`config.mk`:
```
export PLATFORM = sky130hd
export DESIGN_NAME = midi_msg_parser
export DESIGN_NICKNAME = d
export VERILOG_FILES = /design/src/rtl/midi_pkg.sv /design/src/rtl/midi_len_decode.sv /design/src/rtl/midi_msg_parser.sv
export SDC_FILE = /design/constraint.sdc
export NUM_CORES = 1
export LEC_CHECK = 0
export ABC_AREA = 1
export CAP_MARGIN = 25
export CORE_ASPECT_RATIO = 0.5
export CORE_UTILIZATION = 49
export CTS_CLUSTER_DIAMETER = 80
export DETAILED_ROUTE_END_ITERATION = 10
export PLACE_DENSITY = 0.77
export SLEW_MARGIN = 30
export SYNTH_ARGS = -nofsm -noshare
export SYNTH_HDL_FRONTEND = slang
export SYNTH_SLANG_ARGS = --single-unit
```
`constraint.sdc`:
```
create_clock -name clk -period 4.8 [get_ports clk]
set_input_delay 0.96 -clock clk [delete_from_list [all_inputs] [get_ports clk]]
set_output_delay 0.96 -clock clk [all_outputs]
set_load 0.05 [all_outputs]
```
`src/rtl/midi_pkg.sv`:
```
// Shared MIDI byte-class constants, parser state encoding and the status-to-length lookup.
// Used by midi_msg_parser (optional running status: MIDI_RUNNING_STATUS_EN) and later decode stages.
package midi_pkg;

    localparam logic [7:0] STATUS_MIN  = 8'h80;
    localparam logic [7:0] RT_MIN      = 8'hF8;
    localparam logic [7:0] SYSEX_START = 8'hF0;
    localparam logic [7:0] SYSEX_END   = 8'hF7;

    typedef enum logic [1:0] {
        IDLE    = 2'd0,
        WAIT_D1 = 2'd1,
        WAIT_D2 = 2'd2,
        SYSEX   = 2'd3
    } midi_state_e;

    typedef struct packed {
        logic       defined;
        logic [1:0] len;
    } midi_len_t;

    // F0 and F7 report undefined here; the parser gives them their SysEx meaning.
    function automatic midi_len_t midi_data_len(input logic [7:0] status);
        midi_len_t r;
        r.defined = 1'b1;
        r.len     = 2'd0;
        case (status[7:4])
            4'h8, 4'h9, 4'hA, 4'hB, 4'hE: r.len = 2'd2;
            4'hC, 4'hD:                   r.len = 2'd1;
            4'hF: begin
                case (status[3:0])
                    4'h1, 4'h3: r.len = 2'd1;
                    4'h2:       r.len = 2'd2;
                    4'h6:       r.len = 2'd0;
                    default:    r.defined = 1'b0;
                endcase
            end
            default: r.defined = 1'b0;
        endcase
        return r;
    endfunction

endpackage

```
`src/rtl/midi_len_decode.sv`:
```
// Combinational status byte to data-byte count lookup, with a flag for defined statuses.
module midi_len_decode
    import midi_pkg::*;
(
    input  logic [7:0] status_i,
    output logic [1:0] len_o,
    output logic       defined_o
);

    midi_len_t info_s;

    // Table lookup via the shared package function.
    always_comb begin
        info_s    = midi_data_len(status_i);
        len_o     = info_s.len;
        defined_o = info_s.defined;
    end

endmodule

```
`src/rtl/midi_msg_parser.sv`:
```
// Assembles MIDI channel / system-common messages from received bytes; real-time bytes pass through.
// Define MIDI_RUNNING_STATUS_EN to keep channel status across messages (running status).
module midi_msg_parser
    import midi_pkg::*;
(
    input  logic       clk,
    input  logic       reset,
    input  logic [7:0] byte_in,
    input  logic       byte_valid,
    input  logic       framing_err,
    output logic       msg_valid,
    output logic [7:0] msg_status,
    output logic [6:0] msg_data1,
    output logic [6:0] msg_data2,
    output logic [1:0] msg_len,
    output logic       rt_valid,
    output logic [7:0] rt_byte,
    output logic       drop
);

    midi_state_e state_q, state_d;
    logic [7:0]  status_q, status_d;
    logic [1:0]  len_q, len_d;
    logic [6:0]  data1_q, data1_d;
    logic        msg_valid_q, msg_valid_d;
    logic [7:0]  msg_status_q, msg_status_d;
    logic [6:0]  msg_data1_q, msg_data1_d;
    logic [6:0]  msg_data2_q, msg_data2_d;
    logic [1:0]  msg_len_q, msg_len_d;
    logic        rt_valid_q, rt_valid_d;
    logic [7:0]  rt_byte_q, rt_byte_d;
    logic        drop_q, drop_d;

    logic [1:0]  dec_len_s;
    logic        dec_defined_s;
    logic        is_rt_s;
    logic        is_status_s;
    logic        keep_status_s;

    midi_len_decode u_len_decode (
        .status_i  (byte_in),
        .len_o     (dec_len_s),
        .defined_o (dec_defined_s)
    );

    assign is_rt_s     = (byte_in >= RT_MIN);
    assign is_status_s = (byte_in >= STATUS_MIN) && !is_rt_s;
`ifdef MIDI_RUNNING_STATUS_EN
    assign keep_status_s = (status_q[7:4] != 4'hF);
`else
    assign keep_status_s = 1'b0;
`endif

    // Next-state and output computation for one received byte.
    always_comb begin
        state_d      = state_q;
        status_d     = status_q;
        len_d        = len_q;
        data1_d      = data1_q;
        msg_valid_d  = 1'b0;
        msg_status_d = msg_status_q;
        msg_data1_d  = msg_data1_q;
        msg_data2_d  = msg_data2_q;
        msg_len_d    = msg_len_q;
        rt_valid_d   = 1'b0;
        rt_byte_d    = rt_byte_q;
        drop_d       = 1'b0;

        if (byte_valid) begin
            if (framing_err) begin
                drop_d   = 1'b1;
                state_d  = IDLE;
                status_d = 8'h00;
            end else if (is_rt_s) begin
                rt_valid_d = 1'b1;
                rt_byte_d  = byte_in;
            end else if (is_status_s) begin
                // Any status byte abandons a partial message without a drop.
                if ((state_q == SYSEX) && (byte_in == SYSEX_END)) begin
                    state_d  = IDLE;
                    status_d = 8'h00;
                end else if (byte_in == SYSEX_START) begin
                    state_d  = SYSEX;
                    status_d = 8'h00;
                end else if (!dec_defined_s) begin
                    drop_d   = 1'b1;
                    state_d  = IDLE;
                    status_d = 8'h00;
                end else if (dec_len_s == 2'd0) begin
                    msg_valid_d  = 1'b1;
                    msg_status_d = byte_in;
                    msg_data1_d  = 7'd0;
                    msg_data2_d  = 7'd0;
                    msg_len_d    = 2'd0;
                    state_d      = IDLE;
                    status_d     = 8'h00;
                end else begin
                    status_d = byte_in;
                    len_d    = dec_len_s;
                    state_d  = WAIT_D1;
                end
            end else begin
                case (state_q)
                    IDLE: drop_d = 1'b1;
                    WAIT_D1: begin
                        if (len_q == 2'd1) begin
                            msg_valid_d  = 1'b1;
                            msg_status_d = status_q;
                            msg_data1_d  = byte_in[6:0];
                            msg_data2_d  = 7'd0;
                            msg_len_d    = 2'd1;
                            state_d      = keep_status_s ? WAIT_D1 : IDLE;
                            status_d     = keep_status_s ? status_q : 8'h00;
                        end else begin
                            data1_d = byte_in[6:0];
                            state_d = WAIT_D2;
                        end
                    end
                    WAIT_D2: begin
                        msg_valid_d  = 1'b1;
                        msg_status_d = status_q;
                        msg_data1_d  = data1_q;
                        msg_data2_d  = byte_in[6:0];
                        msg_len_d    = 2'd2;
                        state_d      = keep_status_s ? WAIT_D1 : IDLE;
                        status_d     = keep_status_s ? status_q : 8'h00;
                    end
                    SYSEX:   state_d = SYSEX;
                    default: state_d = IDLE;
                endcase
            end
        end else begin
            state_d = state_q;
        end
    end

    // Parser state and registered outputs.
    always_ff @(posedge clk or negedge reset) begin
        if (!reset) begin
            state_q      <= IDLE;
            status_q     <= 8'h00;
            len_q        <= 2'd0;
            data1_q      <= 7'd0;
            msg_valid_q  <= 1'b0;
            msg_status_q <= 8'h00;
            msg_data1_q  <= 7'd0;
            msg_data2_q  <= 7'd0;
            msg_len_q    <= 2'd0;
            rt_valid_q   <= 1'b0;
            rt_byte_q    <= 8'h00;
            drop_q       <= 1'b0;
        end else begin
            state_q      <= state_d;
            status_q     <= status_d;
            len_q        <= len_d;
            data1_q      <= data1_d;
            msg_valid_q  <= msg_valid_d;
            msg_status_q <= msg_status_d;
            msg_data1_q  <= msg_data1_d;
            msg_data2_q  <= msg_data2_d;
            msg_len_q    <= msg_len_d;
            rt_valid_q   <= rt_valid_d;
            rt_byte_q    <= rt_byte_d;
            drop_q       <= drop_d;
        end
    end

    assign msg_valid  = msg_valid_q;
    assign msg_status = msg_status_q;
    assign msg_data1  = msg_data1_q;
    assign msg_data2  = msg_data2_q;
    assign msg_len    = msg_len_q;
    assign rt_valid   = rt_valid_q;
    assign rt_byte    = rt_byte_q;
    assign drop       = drop_q;

endmodule

```
==> summary.log <==
qor: synthesis.synth.top_cells.by_area sky130_fd_sc_hd__dfrtp_1, sky130_fd_sc_hd__nand2_1, sky130_fd_sc_hd__o21bai_1, sky130_fd_sc_hd__nand3_1, sky130_fd_sc_hd__inv_1
qor: routing.antenna_left 0
qor: setup_path.timing.critical_path.required 4980 ps
qor: synthesis.mappedNetlistArea 0.00280 mm²
qor: synthesis.postSynthAreaPerCell 7.95 µm²
qor: sta.timing.final.crit_share 0.589
qor: worst_hold_path.hold_depth 1
qor: setup_path.worst_path_most_repeated_cell sky130_fd_sc_hd__nand2_2
qor: job.max-cap-violations 0
qor: routing.num_vias 2405
qor: placed_design.detailed_place_hpwl 4640 µm
qor: setup_path.timing.critical_path.fanout_max 24
qor: global_routing.first_global_vias 2257
qor: setup_path.timing.rr.start state_q[0]
qor: routing.totalWireLength 6430 µm
qor: final_layout.n_antenna_cell 0
qor: worst_hold_path.hold_end rt_byte[7]
qor: setup_path.reg2regPathDepth 9
qor: sta.slew_violations 0
qor: floorplanning.floorplan.initialDensity 0.509
qor: final_layout.fin_nets 410
qor: sta.setup_violations 0
qor: clock_network.tritoncts_clock_tree built
qor: clock_network.clk-insertion-delay-late 290 ps
qor: sta.fmax 354 MHz
qor: setup_path.timing.critical_path.cells clkdlybuf4s50_1 > nand2_2 > nor2_4 > nand2_2 > nand2_2 > nand2_1 > nand3_2 > o21bai_1 > nand2_1
qor: clock_network.post_cts.repair.setup_buffers 0
qor: pwr.leakage 1.68 nW
qor: routing.drt-wirelength-per-cell 13.8 µm
qor: floorplanning.floorplan.core_area 0.00549 mm²
qor: setup_path.critical_path.max_stage_delay 570 ps
qor: sta.setup_tns 0 ps
qor: global_routing.groute.usage.overall 0.232
qor: clock_network.cts_root_buf sky130_fd_sc_hd__clkbuf_16
qor: clock_network.htree_num_levels 2
qor: final_layout.nFillCells 453
qor: setup_path.startpoint_type primary input
qor: synthesis.synth_seq_area_share 0.483
qor: setup_path.critical_path_depth 9
qor: global_routing.grt_max_degree 55
qor: synthesis.synth_top_cells_by_count sky130_fd_sc_hd__nand2_1, sky130_fd_sc_hd__dfrtp_1, sky130_fd_sc_hd__inv_1
qor: routing.route.detailed.drc 0
qor: floorplanning.die_w 109 µm
qor: sta.fin_crit 2830 ps
qor: routing.drtIter0Drc 205
qor: synthesis.synth-warning-count 0
qor: setup_path.r2r_slack 2320 ps
qor: setup_path.cp_slowest_cell sky130_fd_sc_hd__clkdlybuf4s50_1
qor: placed_design.io_buffer_count 46
qor: global_routing.grt_antenna_before_repair 0
qor: placed_design.gp_routability_congestion 0.934
qor: synthesis.synth_cell_type_count 25
qor: synthesis.largest_area_contributor_in_the_netlist sky130_fd_sc_hd__dfrtp_1
qor: worst_hold_path.startpoint_of_the_lowest_slack_hold_path rt_byte[7]
qor: synthesis.post_synth_inst_count 352
qor: pwr.power_per_cell_area 466 mW/mm²
qor: setup_path.critPathKind primary input to flop
qor: floorplanning.die-height 55.4 µm
qor: run_status.outcome complete, no violations
qor: sta.tightest_slew 673 ps
qor: clock_network.cts-resized-gates 0
qor: clock_network.max-clock-path-buffers 2
qor: clock_network.cts_num_sinks 54
qor: clock_network.numCtsBuffers 5
qor: setup_path.worstSetupEndpointType flop
qor: final_layout.layout-area-overhead-vs-synth 22.4%
qor: floorplanning.design.portCount 47
qor: floorplanning.fp.dieArea 0.00603 mm²
qor: synthesis.synth_enable_flop_cells 0
qor: final_layout.drive_gt1_frac 0.0761
qor: sta.grt_setup_unrepaired no
qor: setup_path.critical_path.top_delay_family simple AND/OR/NAND/NOR gates
qor: synthesis.yosys.area.top_type_share 0.483
qor: pwr.power.ir.vdd_worst 0.254 mV
qor: synthesis.dominantRegCellSynth sky130_fd_sc_hd__dfrtp_1
qor: final_layout.final_core_utilization 0.624
qor: pwr.overall_power_after_layout 0.00160 W
qor: clock_network.cts.hold.buffers_added 0
qor: setup_path.critical_path.n_buffers_inverters 1
qor: synthesis.synth_nets 369
qor: global_routing.grt_first_pass_wirelength 10900 µm
qor: global_routing.global_route.overflow_total 0
qor: routing.drt-vias-per-instance 5.15
qor: setup_path.timing.critical_path.arrival 3000 ps
qor: sta.hold_viol 0
qor: clock_network.clk_pin_slew 80 ps
qor: routing.drt_pass1_iterations 4
qor: synthesis.synthMostInstantiatedCell sky130_fd_sc_hd__nand2_1
qor: setup_path.reg2reg_to msg_data2[1]
qor: sta.skew 6.88 ps
qor: sta.worst_slew_margin_rel 0.552
qor: floorplanning.rows 19
qor: synthesis.postSynthRegisterBits 54
qor: worst_hold_path.class_of_the_worst_hold_path flop to flop
qor: synthesis.synth-async-reset-ratio 1.00
[stage by stage]
step / area, µm² / std cells / setup slack (ps) / hold slack (ps)
2_1_floorplan: 2800 / 352 / 2710 / 434
3_3_place_gp: 3270 / 459 / 1630 / 451
3_5_place_dp: 3270 / 459 / 1510 / 454
4_1_cts: 3420 / 467 / 1770 / 473
5_1_grt: 3420 / 467 / 1760 / 481
6_report: 3420 / 467 / 1970 / 469
[registers in the layout, indices dropped and copies added (netlist names), 2 cells and up]
name	cells
data1_q	7
msg_data1	7
status_q	8
len_q	2
msg_data2	7
state_q	2
rt_byte	8
msg_len	2
msg_status	8
[kinds of logic after synthesis]
logic type / count (synthesis) / share of synthesized area
AND/OR/NAND/NOR: 171 / 0.267
AO/OA/AOI/OAI: 65 / 0.139
buffers and inverters: 57 / 0.0890
flip-flops: 54 / 0.483
adder cells (fa/ha/maj): 5 / 0.0224
[power by group]
part / switching [W] / internal (W)
Clock: 0.000169 / 0.000198
Combinational: 0.000413 / 0.000208
Sequential: 0.0000572 / 0.000552
Total: 0.000640 / 0.000958
[layer usage]
layer	global-route usage	wire, µm	vias to the layer above
li1	-	-	1191
met4	0.0579	57	0
met3	0.0366	342	7
met2	0.334	2770	76
met5	0	0	-
met1	0.362	3260	1131
[cell usage in the layout, fill, tap and decap left out, types with 2 or more instances in the layout]
master                            instances
sky130_fd_sc_hd__clkdlybuf4s50_1         45
sky130_fd_sc_hd__o21ai_0                 29
sky130_fd_sc_hd__inv_1                   41
sky130_fd_sc_hd__a21oi_1                  9
sky130_fd_sc_hd__o21bai_1                24
sky130_fd_sc_hd__nor2_4                   3
sky130_fd_sc_hd__nand2_1                 87
sky130_fd_sc_hd__inv_6                    2
sky130_fd_sc_hd__inv_2                    2
sky130_fd_sc_hd__or2_2                    6
sky130_fd_sc_hd__nand3_1                 31
sky130_fd_sc_hd__ha_1                     5
sky130_fd_sc_hd__dfrtp_1                 54
sky130_fd_sc_hd__nor2_1                  36
sky130_fd_sc_hd__nand2_2                  4
sky130_fd_sc_hd__clkbuf_16                5
[how the worst max path moves through the flow]
stage | start | slack [ps] | to
6_report | byte_in[7] | 1970 | msg_data2[1]
5_1_grt | byte_in[7] | 1760 | msg_data1[4]
4_1_cts | byte_in[7] | 1770 | msg_data2[1]
3_3_place_gp | byte_in[7] | 1630 | msg_data2[2]
2_1_floorplan | byte_in[7] | 2710 | msg_data2[0]
3_5_place_dp | byte_in[7] | 1510 | msg_status[7]
[worst reg2reg max path: stages (launching register included)]
cell and delay, ps:
sky130_fd_sc_hd__dfrtp_1 450, sky130_fd_sc_hd__inv_1 110, sky130_fd_sc_hd__ha_1 530, sky130_fd_sc_hd__inv_1 140, sky130_fd_sc_hd__nand2_1 130, sky130_fd_sc_hd__nor2_1 60
sky130_fd_sc_hd__nor2_2 160, sky130_fd_sc_hd__nand3_2 400, sky130_fd_sc_hd__o21bai_1 300, sky130_fd_sc_hd__nand2_1 80
[cell type report]
| type | instances | area, µm² | share of cell area |
|---|---|---|---|
| Timing Repair Buffer | 47 | 463 | 0.135 |
| Multi-Input combinational cell | 241 | 1200 | 0.351 |
| Sequential cell | 54 | 1350 | 0.395 |
| Inverter | 44 | 166 | 0.0486 |
| Clock inverter | 3 | 26.3 | 0.00767 |
| Clock buffer | 5 | 125 | 0.0365 |
| Tap cell | 73 | 91.3 | 0.0267 |
No activity file was read; power rests on OpenSTA's default activity.
